## config.mk

```make
export PLATFORM = sky130hd
export DESIGN_NAME = divider_4bit
export DESIGN_NICKNAME = d
export VERILOG_FILES = /design/src/rtl/divider_4bit_pkg.sv /design/src/rtl/divider_4bit_sub_stage.sv /design/src/rtl/divider_4bit.sv
export SDC_FILE = /design/constraint.sdc
export NUM_CORES = 1
export LEC_CHECK = 0
export ABC_AREA = 1
export CORE_MARGIN = 2
export CORE_UTILIZATION = 48
export CTS_CLUSTER_DIAMETER = 80
export DETAILED_ROUTE_END_ITERATION = 16
export PLACE_DENSITY = 0.75
export SLEW_MARGIN = 30
export SYNTH_ARGS = -nofsm -noshare
export SYNTH_HDL_FRONTEND = slang
export SYNTH_HIERARCHICAL = 1
export SYNTH_SLANG_ARGS = --single-unit
```

## constraint.sdc

```tcl
create_clock -name clk -period 1.9 [get_ports clk]
set_clock_uncertainty 0.1 [all_clocks]
set_input_delay 0.475 -clock clk [delete_from_list [all_inputs] [get_ports clk]]
set_output_delay 0.475 -clock clk [all_outputs]
set_load 0.02 [all_outputs]
```

## src/rtl/divider_4bit_pkg.sv

```systemverilog
// divider_4bit_pkg: shared state type and sizing constants for the restoring divider.
package divider_4bit_pkg;
   typedef enum logic [1:0] {IDLE, RUN, DONE} state_t;
   localparam int DEF_WIDTH = 4;
   localparam int CNT_W = $clog2(DEF_WIDTH);
   function automatic int cnt_w(input int w);
      return (w < 2) ? 1 : $clog2(w);
   endfunction
endpackage

```

## src/rtl/divider_4bit_sub_stage.sv

```systemverilog
// sub_stage: combinational ripple subtract stage returning difference and borrow-out.
module sub_stage #(
   parameter int W = 5
) (
   input  logic [W-1:0] x_i,
   input  logic [W-1:0] y_i,
   output logic [W-1:0] d_o,
   output logic         bo_o
);
   assign {bo_o, d_o} = {1'b0, x_i} - {1'b0, y_i};
endmodule

```

## src/rtl/divider_4bit.sv

```systemverilog
// divider_4bit: sequential restoring divider, one quotient bit per cycle, MSB first.
module divider_4bit
   import divider_4bit_pkg::*;
#(
   parameter int WIDTH = DEF_WIDTH
) (
   input  logic             clk,
   input  logic             rst_n,
   input  logic             start,
   input  logic [WIDTH-1:0] a,
   input  logic [WIDTH-1:0] b,
   output logic [WIDTH-1:0] q,
   output logic [WIDTH-1:0] r,
   output logic             busy,
   output logic             done,
   output logic             div0
);
   localparam int CW = cnt_w(WIDTH);
   state_t           state_q;
   logic [WIDTH:0]   p_q, t, d, p_d;
   logic [WIDTH-1:0] dvd_q, dvs_q, dvd_d, q_q, r_q;
   logic [CW-1:0]    cnt_q;
   logic             bo, busy_q, done_q, div0_q;
   // The shift drops p's top bit, which is always zero since p stays below the divisor.
   assign t     = (p_q << 1) | {{WIDTH{1'b0}}, dvd_q[WIDTH-1]};
   assign p_d   = bo ? t : d;
   assign dvd_d = {dvd_q[WIDTH-2:0], ~bo};
   sub_stage #(.W(WIDTH + 1)) u_sub (
      .x_i  (t),
      .y_i  ({1'b0, dvs_q}),
      .d_o  (d),
      .bo_o (bo)
   );
   always_ff @(posedge clk or negedge rst_n) begin
      if (!rst_n) begin
         state_q <= IDLE;
         p_q     <= '0;
         dvd_q   <= '0;
         dvs_q   <= '0;
         cnt_q   <= '0;
         q_q     <= '0;
         r_q     <= '0;
         busy_q  <= 1'b0;
         done_q  <= 1'b0;
         div0_q  <= 1'b0;
      end else if (state_q == RUN) begin
         p_q   <= p_d;
         dvd_q <= dvd_d;
         cnt_q <= cnt_q - 1'b1;
         if (cnt_q == '0) begin
            state_q <= DONE;
            q_q     <= dvd_d;
            r_q     <= p_d[WIDTH-1:0];
            div0_q  <= 1'b0;
            busy_q  <= 1'b0;
            done_q  <= 1'b1;
         end
      end else if (start && b != '0) begin
         state_q <= RUN;
         dvd_q   <= a;
         dvs_q   <= b;
         p_q     <= '0;
         cnt_q   <= CW'(WIDTH - 1);
         busy_q  <= 1'b1;
         done_q  <= 1'b0;
      end else if (start) begin
         state_q <= DONE;
         q_q     <= '1;
         r_q     <= a;
         div0_q  <= 1'b1;
         done_q  <= 1'b1;
      end else begin
         state_q <= IDLE;
         done_q  <= 1'b0;
      end
   end
   assign q    = q_q;
   assign r    = r_q;
   assign busy = busy_q;
   assign done = done_q;
   assign div0 = div0_q;
endmodule
```

# [Yosys cells after proc, flatten, opt, wreduce, memory -nomap -nowiden]
# Index checks and enable logic that the tools add are counted.
[classes] bitwise=3 muxes=29 addsub=2 eq_ne=3 n_reduce_logical=8
[op_table] cell="$mux W4" count=13
[op_table] cell="$mux W2" count=6
[op_table] cell="$mux W1" count=10
[op_table] cell="$sub A5 B4 Y6" count=1
[op_table] cell="$or A5 B1 Y5" count=1
[op_table] cell="$reduce_and A2 Y1" count=2
[op_table] cell="$reduce_bool A2 Y1" count=2
[op_table] cell="$reduce_bool A4 Y1" count=1
[op_table] cell="$reduce_and A3 Y1" count=1
[op_table] cell="$eq A2 B1 Y1 const B" count=1
[op_table] cell="$logic_not A2 Y1" count=1
[op_table] cell="$ne A2 B1 Y1 const B" count=1
[op_table] cell="$ne A2 B2 Y1 const B" count=1
[op_table] cell="$not A1 Y1" count=2
[op_table] cell="$sub A2 B1 Y2 const B" count=1
[op_table] cell="$logic_and A1 B1 Y1" count=1
[totals] elab_cells=55 in_bits=11 output_inout_bits=11 ff_bits=27

# [Longest topological paths before layout]
# Gate-level depths: netlist (run 1).
[depth] ltp_word=5 mapped_depth=14 ltp_nobuf=14

# [By module]
# The synthesis (run 1) kept the hierarchy.
[by_module_without_submodules] module="divider_4bit" seq_area_each_um2=650.6 instances=1 area_per_inst_um2=1263.7 cells_each=155
[by_module_without_submodules] module="sub_stage" seq_area_each_um2=0.0 instances=1 area_per_inst_um2=261.5 cells_each=48

# [Worst setup path after synthesis (run 1)]
# No wires, ideal clock.
[synth_timing] kind="flip-flop to flip-flop" from="register p_q[1]" to="register r_q[0], in the netlist r[0]" arrival_time_ns=1.624 stages_incl_launch_ff=14 setup_ns=0.117 synth_period_minus_slack_ns=1.841 required_ns=1.683 path_buffers=0 path_slack_ns=0.059 cell_sequence="dfrtp_1 ha_1 nand2_1 nand2_1 nand2_1 nand2_1 nor2_1 inv_1 nand2_1 nand2_1 nand2_1 nand2_1 nand2_1 nand2_1"
[synth_via] elab_chain_cells=5
[synth_lines] element="from (decl)" line_no="divider_4bit.sv:20" source="logic [WIDTH:0] p_q, t, d, p_d;"
[synth_lines] element="from (signal assigned)" line_no="divider_4bit.sv:47" source="p_q <= p_d;"
[synth_lines] element="$or A5 B1 Y5" line_no="divider_4bit.sv:25" source="assign t = (p_q << 1) | {{WIDTH{1'b0}}, dvd_q[WIDTH-1]};"
[synth_lines] element="$sub A5 B4 Y6" line_no="divider_4bit_sub_stage.sv:10" source="assign {bo_o, d_o} = {1'b0, x_i} - {1'b0, y_i};"
[synth_lines] element="via bo" line_no="divider_4bit.sv:23" source="logic bo, busy_q, done_q, div0_q;"
[synth_lines] element="$mux W4" line_no="divider_4bit.sv:26" source="assign p_d = bo ? t : d;"
[synth_lines] element="$mux W4" line_no="divider_4bit.sv:50" source="if (cnt_q == '0) begin"
[synth_lines] element="$mux W4" line_no="divider_4bit.sv:46" source="end else if (state_q == RUN) begin"
[synth_lines] element="to (signal assigned)" line_no="divider_4bit.sv:53" source="r_q <= p_d[WIDTH-1:0];"
[synth_lines] element="to (decl)" line_no="divider_4bit.sv:21" source="logic [WIDTH-1:0] dvd_q, dvs_q, dvd_d, q_q, r_q;"
# The timed path passes the listed nets, and every way through them passes these cells. The select of a mux whose other input is x is not followed.
# A chain may end at the register's enable or synchronous reset.

# [Worst setup path in the final report (run 1)]
[layout_timing] from="register dvd_q[3]" to="register r_q[2], in the netlist r[2]"
[layout_via] elab_chain_cells=5
[layout_lines] element="from (decl)" line_no="divider_4bit.sv:21"
[layout_lines] element="from (signal assigned)" line_no="divider_4bit.sv:48" source="dvd_q <= dvd_d;"
[layout_lines] element="$or A5 B1 Y5" line_no="divider_4bit.sv:25"
[layout_lines] element="$sub A5 B4 Y6" line_no="divider_4bit_sub_stage.sv:10"
[layout_lines] element="via d[2]" line_no="divider_4bit.sv:20"
[layout_lines] element="$mux W4" line_no="divider_4bit.sv:26"
[layout_lines] element="$mux W4" line_no="divider_4bit.sv:50"
[layout_lines] element="$mux W4" line_no="divider_4bit.sv:46"
# The timed path passes the listed nets, and every way through them passes these cells. The select of a mux whose other input is x is not followed.

==> metrics.md, run 1 <==
| Metric | Value |
|---|---|
| Logic gate share of total power | `60.3%` |
| Iteration-0 DRC Markers | `17` |
| Largest net degree at the start of global routing | `27` |
| Worst-path clk slew | `0.13 ns` |
| DR pass1 iterations | `4` |
| Nets | `240` |
| Max incr delay on CP | `0.40 ns` |
| Most used cell, CP | `nand2_1` |
| H-tree levels | `1` |
| Antenna violations before repair | `0` |
| P&R area growth vs syn | `24.4%` |
| Clock root buffer | `clkbuf_4` |
| Die width | `59.5 um` |
| CTS tree | `built` |
| Startpoint types | `flip-flop` |
| Fin crit period | `1.76 ns` |
| LEAKAGE | `1.12 nW` |
| Crit-path slowest cell | `fa_1` |
| Total routed wirelength | `3070 um` |
| Worst-skew pair later-pin latency | `0.32 ns` |
| Drt drc | `0` |
| Final GP Congestion | `0.876` |
| Most frequent cells in the layout | `nand2_1, dfrtp_1, inv_1, nand3_1, clkdlybuf4s50_1` |
| CP Max Fanout | `3` |
| Clock power frac | `8.1%` |
| Via density | `4.97` |
| Internal Power | `1.60 mW` |
| Power density cells | `1610 nW/um2` |
| Die area | `3540 um2` |
| DR WL/cell | `12.2 um` |
| Max-cap violations | `0` |
| WP data required | `2.04 ns` |
| GRT Residual Overflow | `0` |
| Antenna-violating nets left | `0` |
| Crit end category | `flip-flop` |
| Global-route wire length before repair | `5350 um` |
| Worst hold slack | `0.398 ns` |
| Mapped Avg Cell Area | `7.69 um2` |
| Worst path cell trace | `inv_1 > ha_2 > fa_1 > xnor2_1 > nand2_1 > nand2_1 > nand2_1 > nand2_1 > nand2_1 > nand2_1` |
| # fillers | `283` |
| Total net switching power | `1.35 mW` |
| Final worst-path cycle share | `92.5%` |
| Boundary pin count | `22` |
| Clock tree buffer depth | `2` |
| Syn_nets | `210` |
| Share of layout cells above drive strength 1 | `14.1%` |
| Sequential share of power | `31.7%` |
| Area of the mapped netlist | `1480 um2` |
| Highest Clock Rate | `0.569 GHz` |
| Placement Rows | `20` |
| Setup tns final | `0 ns` |
| Setup CP Type | `flip-flop to flip-flop` |
| Final setup viols | `0` |
| Clock net sink count | `26` |
| I/O Buffers | `21` |
| Initial Util | `49.6%` |
| RSZ-0062 raised after global routing | `no` |
| Die height | `59.5 um` |
| Antenna Cells | `0` |
| Syn. warnings | `6` |
| Final hold vios | `0` |
| Top Family by Delay on Critical Path | `adder cells` |
| Power Total | `2.95 mW` |
| CORE AREA | `2980 um2` |
| CP bufs+invs | `1` |
| Vias in the first global route | `1,239` |
| Status | `completed` |
| Cells after synthesis | `192` |
| Total GRT Usage | `19.8%` |
| Arr. time, crit path | `1.89 ns` |
| Dpl hpwl | `2250 um` |
| Pins Over Slew Limit | `0` |
| DR vias | `1,258` |
| Worst min path class | `flip-flop to flip-flop` |
| Number of buffers created by CTS | `3` |
| Worst vdd ir | `0.00106 V` |
| Commonest non-fill, non-tap cell in the layout | `nand2_1` |
| Switch share | `45.8%` |
[layer usage]
layer	share of wire, %	track usage, %	wire length, um
met1	47	25.5	1450
met2	50	33.3	1530
met3	2.1	2.84	64
met4	0.85	7.79	26
met5	0	0	0
[flip-flops by register name, indices dropped and copies added (netlist names)]
| register | cells |
|---|---|
| state_q | 2 |
| busy | 1 |
| r | 4 |
| cnt_q | 2 |
| dvs_q | 4 |
| q | 4 |
| p_q | 4 |
| dvd_q | 4 |
| div0 | 1 |
[power by group through the flow]
stage	logic, mW	registers (mW)	clock network (mW)
after floorplan	1.12	1.05	0
after global placement	1.67	0.946	0
after detailed placement	1.70	0.946	0
after CTS	1.70	0.935	0.243
after global routing	2.04	0.964	0.263
final	1.78	0.935	0.238
[final timing paths]
path | startpoint | endpoint | slack [ns] | cells after the start
worst max-delay path | dvd_q[3]$_DFFE_PN0P_ | r[2]$_DFFE_PN0P_ | 0.14 | 10
worst min-delay path | dvs_q[0]$_DFFE_PN0P_ | dvs_q[0]$_DFFE_PN0P_ | 0.40 | 2
worst max register to register | dvd_q[3]$_DFFE_PN0P_ | r[2]$_DFFE_PN0P_ | 0.14 | 10
worst min register to register | dvs_q[0]$_DFFE_PN0P_ | dvs_q[0]$_DFFE_PN0P_ | 0.40 | 2
max in group asynchronous | rst_n | dvd_q[3]$_DFFE_PN0P_ | 1.03 | 2
min in group asynchronous | rst_n | div0$_DFFE_PN0P_ | 0.42 | 2
[worst register-to-register path, cell delays in order (launching register included)]
cell,delay [ns]
dfrtp_1,0.39
inv_1,0.05
ha_2,0.22
fa_1,0.40
xnor2_1,0.14
nand2_1,0.06
nand2_1,0.05
nand2_1,0.08
nand2_1,0.06
nand2_1,0.07
nand2_1,0.05
[final cells by class]
class	instances	area (um2)	share of cell area, %
multi-input cells	135	721	39.2
flip-flops and latches	26	651	35.4
repair buffers	30	302	16.4
inverters	26	100	5.45
well taps	33	41.3	2.25
clock buffers	3	22.5	1.23
[timing repair]
item                                    4_1_cts  5_1_grt
gates resized for setup                       2       18
endpoints found under the setup margin        2       13
hold endpoints to repair                      0        0
hold buffers                                  0        0
setup buffers                                 0        2
pin swaps                                     0        0
[metrics by stage]
step	util, %	worst slack (ns)	instance area [um2]	std cells
detailed placement	58.4	0.0683	1740	248
finish	61.7	0.142	1840	253
global placement	58.4	0.0763	1740	248
global route	61.7	0.00353	1840	253
CTS	59.0	0.00752	1760	251
floorplan	-	0.0875	1480	192
Power figures use the tool's default switching activity.
==> inputs of run 2 (changes only) <==
--- a/config.mk
+++ b/config.mk
@@ -7,12 +7,11 @@
 export LEC_CHECK = 0
 export ABC_AREA = 1
 export CORE_MARGIN = 2
-export CORE_UTILIZATION = 48
+export CORE_UTILIZATION = 47
 export CTS_CLUSTER_DIAMETER = 80
 export DETAILED_ROUTE_END_ITERATION = 16
-export PLACE_DENSITY = 0.75
+export PLACE_DENSITY = 0.74
 export SLEW_MARGIN = 30
 export SYNTH_ARGS = -nofsm -noshare
 export SYNTH_HDL_FRONTEND = slang
-export SYNTH_HIERARCHICAL = 1
 export SYNTH_SLANG_ARGS = --single-unit
==> metrics.md, run 2 <==
| Metric | Value |
|---|---|
| #FFs+latches synth | `26` |
| Boundary pin count | `22` |
| Mapped Avg Cell Area | `8.75 um2` |
| Die width | `58.2 um` |
| Power density cells | `1820 nW/um2` |
| Clock tree buffer depth | `2` |
| Clock net sink count | `26` |
| Dominant cells by area after synthesis | `dfrtp_1, nand2_1, inv_1` |
| Cell with the most instances after synthesis | `nand2_1` |
| Share of layout cells above drive strength 1 | `15.8%` |
| Status | `completed` |
| Arr. time, crit path | `1.92 ns` |
| Die height | `58.2 um` |
| Crit end category | `flip-flop` |
| Final GP Congestion | `0.780` |
| Cells after synthesis | `158` |
| LEAKAGE | `0.887 nW` |
| Iteration-0 DRC Markers | `25` |
| Worst path cell trace | `inv_1 > ha_1 > inv_2 > fa_1 > xor2_1 > nand3_1 > nand3_2 > nand2_1 > inv_1` |
| Vias in the first global route | `1,075` |
| CP Max Fanout | `2` |
| Multi-input logic area | `601 um2` |
| Dpl cell area | `1640 um2` |
| Netlist cell types | `25` |
| Crit Reg-Reg Startpoint | `dvd_q[3]$_DFFE_PN0P_` |
| Number of flops mapped to enable cells by yosys | `0` |
| Largest net degree at the start of global routing | `27` |
| Register area | `651 um2` |
| Startpoint types | `flip-flop` |
| Commonest non-fill, non-tap cell in the layout | `nand2_1` |
| Post-CTS Setup Inserts | `0` |
| Rel. slew slack | `73.7%` |
| DR vias | `1,127` |
| Switch share | `45.6%` |
| Global-route wire length before repair | `4700 um` |
| Reg2reg setup slack | `0.13 ns` |
| Worst-skew pair later-pin latency | `0.33 ns` |
| Max incr delay on CP | `0.42 ns` |
| Die area | `3390 um2` |
| Pins Over Slew Limit | `0` |
| Drt drc | `0` |
| Antenna violations before repair | `0` |
| P&R area growth vs syn | `22.6%` |
| Main synth FF type | `dfrtp_1` |
| Clock root buffer | `clkbuf_4` |
| Asr flop ratio synth | `100%` |
| Max-cap violations | `0` |
| Power Total | `3.08 mW` |
| Total net switching power | `1.40 mW` |
| WP data required | `2.04 ns` |
| Fin crit period | `1.77 ns` |
| Least-Margin Pin Slew | `0.394 ns` |
| Total routed wirelength | `2910 um` |
| # fillers | `244` |
| R2R depth | `9` |
| CORE AREA | `2780 um2` |
| Placement Rows | `19` |
| Nets | `202` |
| Internal Power | `1.67 mW` |
| Total GRT Usage | `18.3%` |
| Sequential share of power | `31.0%` |
| Antenna-violating nets left | `0` |
| Crit-path slowest cell | `dfrtp_1` |
| Syn_nets | `175` |
| Syn. warnings | `0` |
| DR pass1 iterations | `4` |
| Dpl hpwl | `2140 um` |
| Initial Util | `49.7%` |
| Worst-path clk slew | `0.16 ns` |
| DR WL/cell | `13.5 um` |
| Highest Clock Rate | `0.564 GHz` |
| CTS tree | `built` |
| Most frequent cells in the layout | `nand2_1, dfrtp_1, inv_1, nand3_1, nor2_1` |
| Final worst-path cycle share | `93.4%` |
| GRT Residual Overflow | `0` |
| Number of buffers created by CTS | `3` |
| Final setup viols | `0` |
| Share of the synthesized area in the top cell type | `47.1%` |
| Via density | `5.24` |
| Logic gate share of total power | `56.2%` |
| RSZ-0062 raised after global routing | `no` |
| Setup CP Type | `flip-flop to flip-flop` |
| Synth area leader | `dfrtp_1` |
| CP bufs+invs | `3` |
| Worst vdd ir | `0.00113 V` |
| R2r endpoint | `r[2]$_DFFE_PN0P_` |
| Top Family by Delay on Critical Path | `adder cells` |
| Clock power frac | `12.8%` |
| Area of the mapped netlist | `1380 um2` |
| Antenna Cells | `0` |
| Final hold vios | `0` |
| Register area share after synthesis | `47.1%` |
| Most used cell, CP | `inv_1` |
| Fin area | `1700 um2` |
| I/O Buffers | `21` |
| Worst min path class | `input port to asynchronous set/reset pin` |
| H-tree levels | `1` |
| Post-synth top cells | `nand2_1, dfrtp_1, inv_1` |
## run 2: power groups by stage
stage / Sequential (mW) / Clock (mW) / Combinational (mW)
6_report: 0.954 / 0.395 / 1.73
5_1_grt: 0.977 / 0.416 / 1.95
4_1_cts: 0.956 / 0.399 / 1.73
3_5_place_dp: 0.972 / 0 / 1.78
3_3_place_gp: 0.957 / 0 / 1.72
2_1_floorplan: 1.09 / 0 / 1.13
## run 2: how the worst max path moves through the flow
stage	from	end	slack, ns	cells after the start
2_1_floorplan	dvd_q[3]$_DFFE_PN0P_	r[2]$_DFFE_PN0P_	0.32	9
3_3_place_gp	b[0]	r[3]$_DFFE_PN0P_	0.01	9
3_5_place_dp	b[0]	r[2]$_DFFE_PN0P_	-0.04	9
4_1_cts	q[1]$_DFFE_PN0P_	q[1]	0.002	1
5_1_grt	dvd_q[3]$_DFFE_PN0P_	r[2]$_DFFE_PN0P_	0.03	9
6_report	dvd_q[3]$_DFFE_PN0P_	r[2]$_DFFE_PN0P_	0.13	9
## run 2: kinds of logic (layout without fill, tap and decap cells)
group                    count (synthesis)  after routing  synth area share [%]
flip-flops                              26             26                  47.1
AND/OR/NAND/NOR                         80             80                  30.1
XOR/XNOR                                 1              1                 0.634
adder cells (fa/ha/maj)                  6              6                  5.97
AO/OA/AOI/OAI                           15             15                  6.52
buffers and inverters                   30             56                  9.68
## run 2: repair_timing
action | 4_1_cts | 5_1_grt
pin swaps | 0 | 0
hold buffers | 0 | 0
setup endpoints to repair | 6 | 6
gates resized for setup | 6 | 6
## run 2: through the flow
| step | setup WS (ns) | hold slack [ns] | TNS [ns] | instances | util, % |
|---|---|---|---|---|---|
| 2_1_floorplan | 0.320 | 0.0794 | 0 | 158 | - |
| 3_3_place_gp | 0.0147 | 0.372 | 0 | 211 | 58.8 |
| 3_5_place_dp | -0.0393 | 0.376 | -0.0576 | 211 | 58.8 |
| 4_1_cts | 0.00170 | 0.404 | 0 | 215 | 60.4 |
| 5_1_grt | 0.0307 | 0.417 | 0 | 215 | 61.0 |
| 6_report | 0.126 | 0.386 | 0 | 215 | 61.0 |
## run 2: worst reg2reg max path, stage by stage (launching register included)
cell and delay, ns:
dfrtp_1 0.42, inv_1 0.09, ha_1 0.16, inv_2 0.05, fa_1 0.36, xor2_1 0.18, nand3_1 0.13, nand3_2 0.08
nand2_1 0.08, inv_1 0.04
## run 2: area by class of cell
type	count	area share [%]
flip-flops and latches	26	38.4
repair buffers	26	14.9
well taps	31	2.29
clock buffers	3	1.33
inverters	26	5.90
multi-input cells	102	35.4
clock inverters	1	1.77
## run 2: per-layer routing
metal	up-vias	track usage, %	wire length, um
met3	2	2.01	162
met5	-	0	0
met1	531	25.3	1260
met2	38	29.7	1470
met4	0	6.98	16
li1	556	-	-
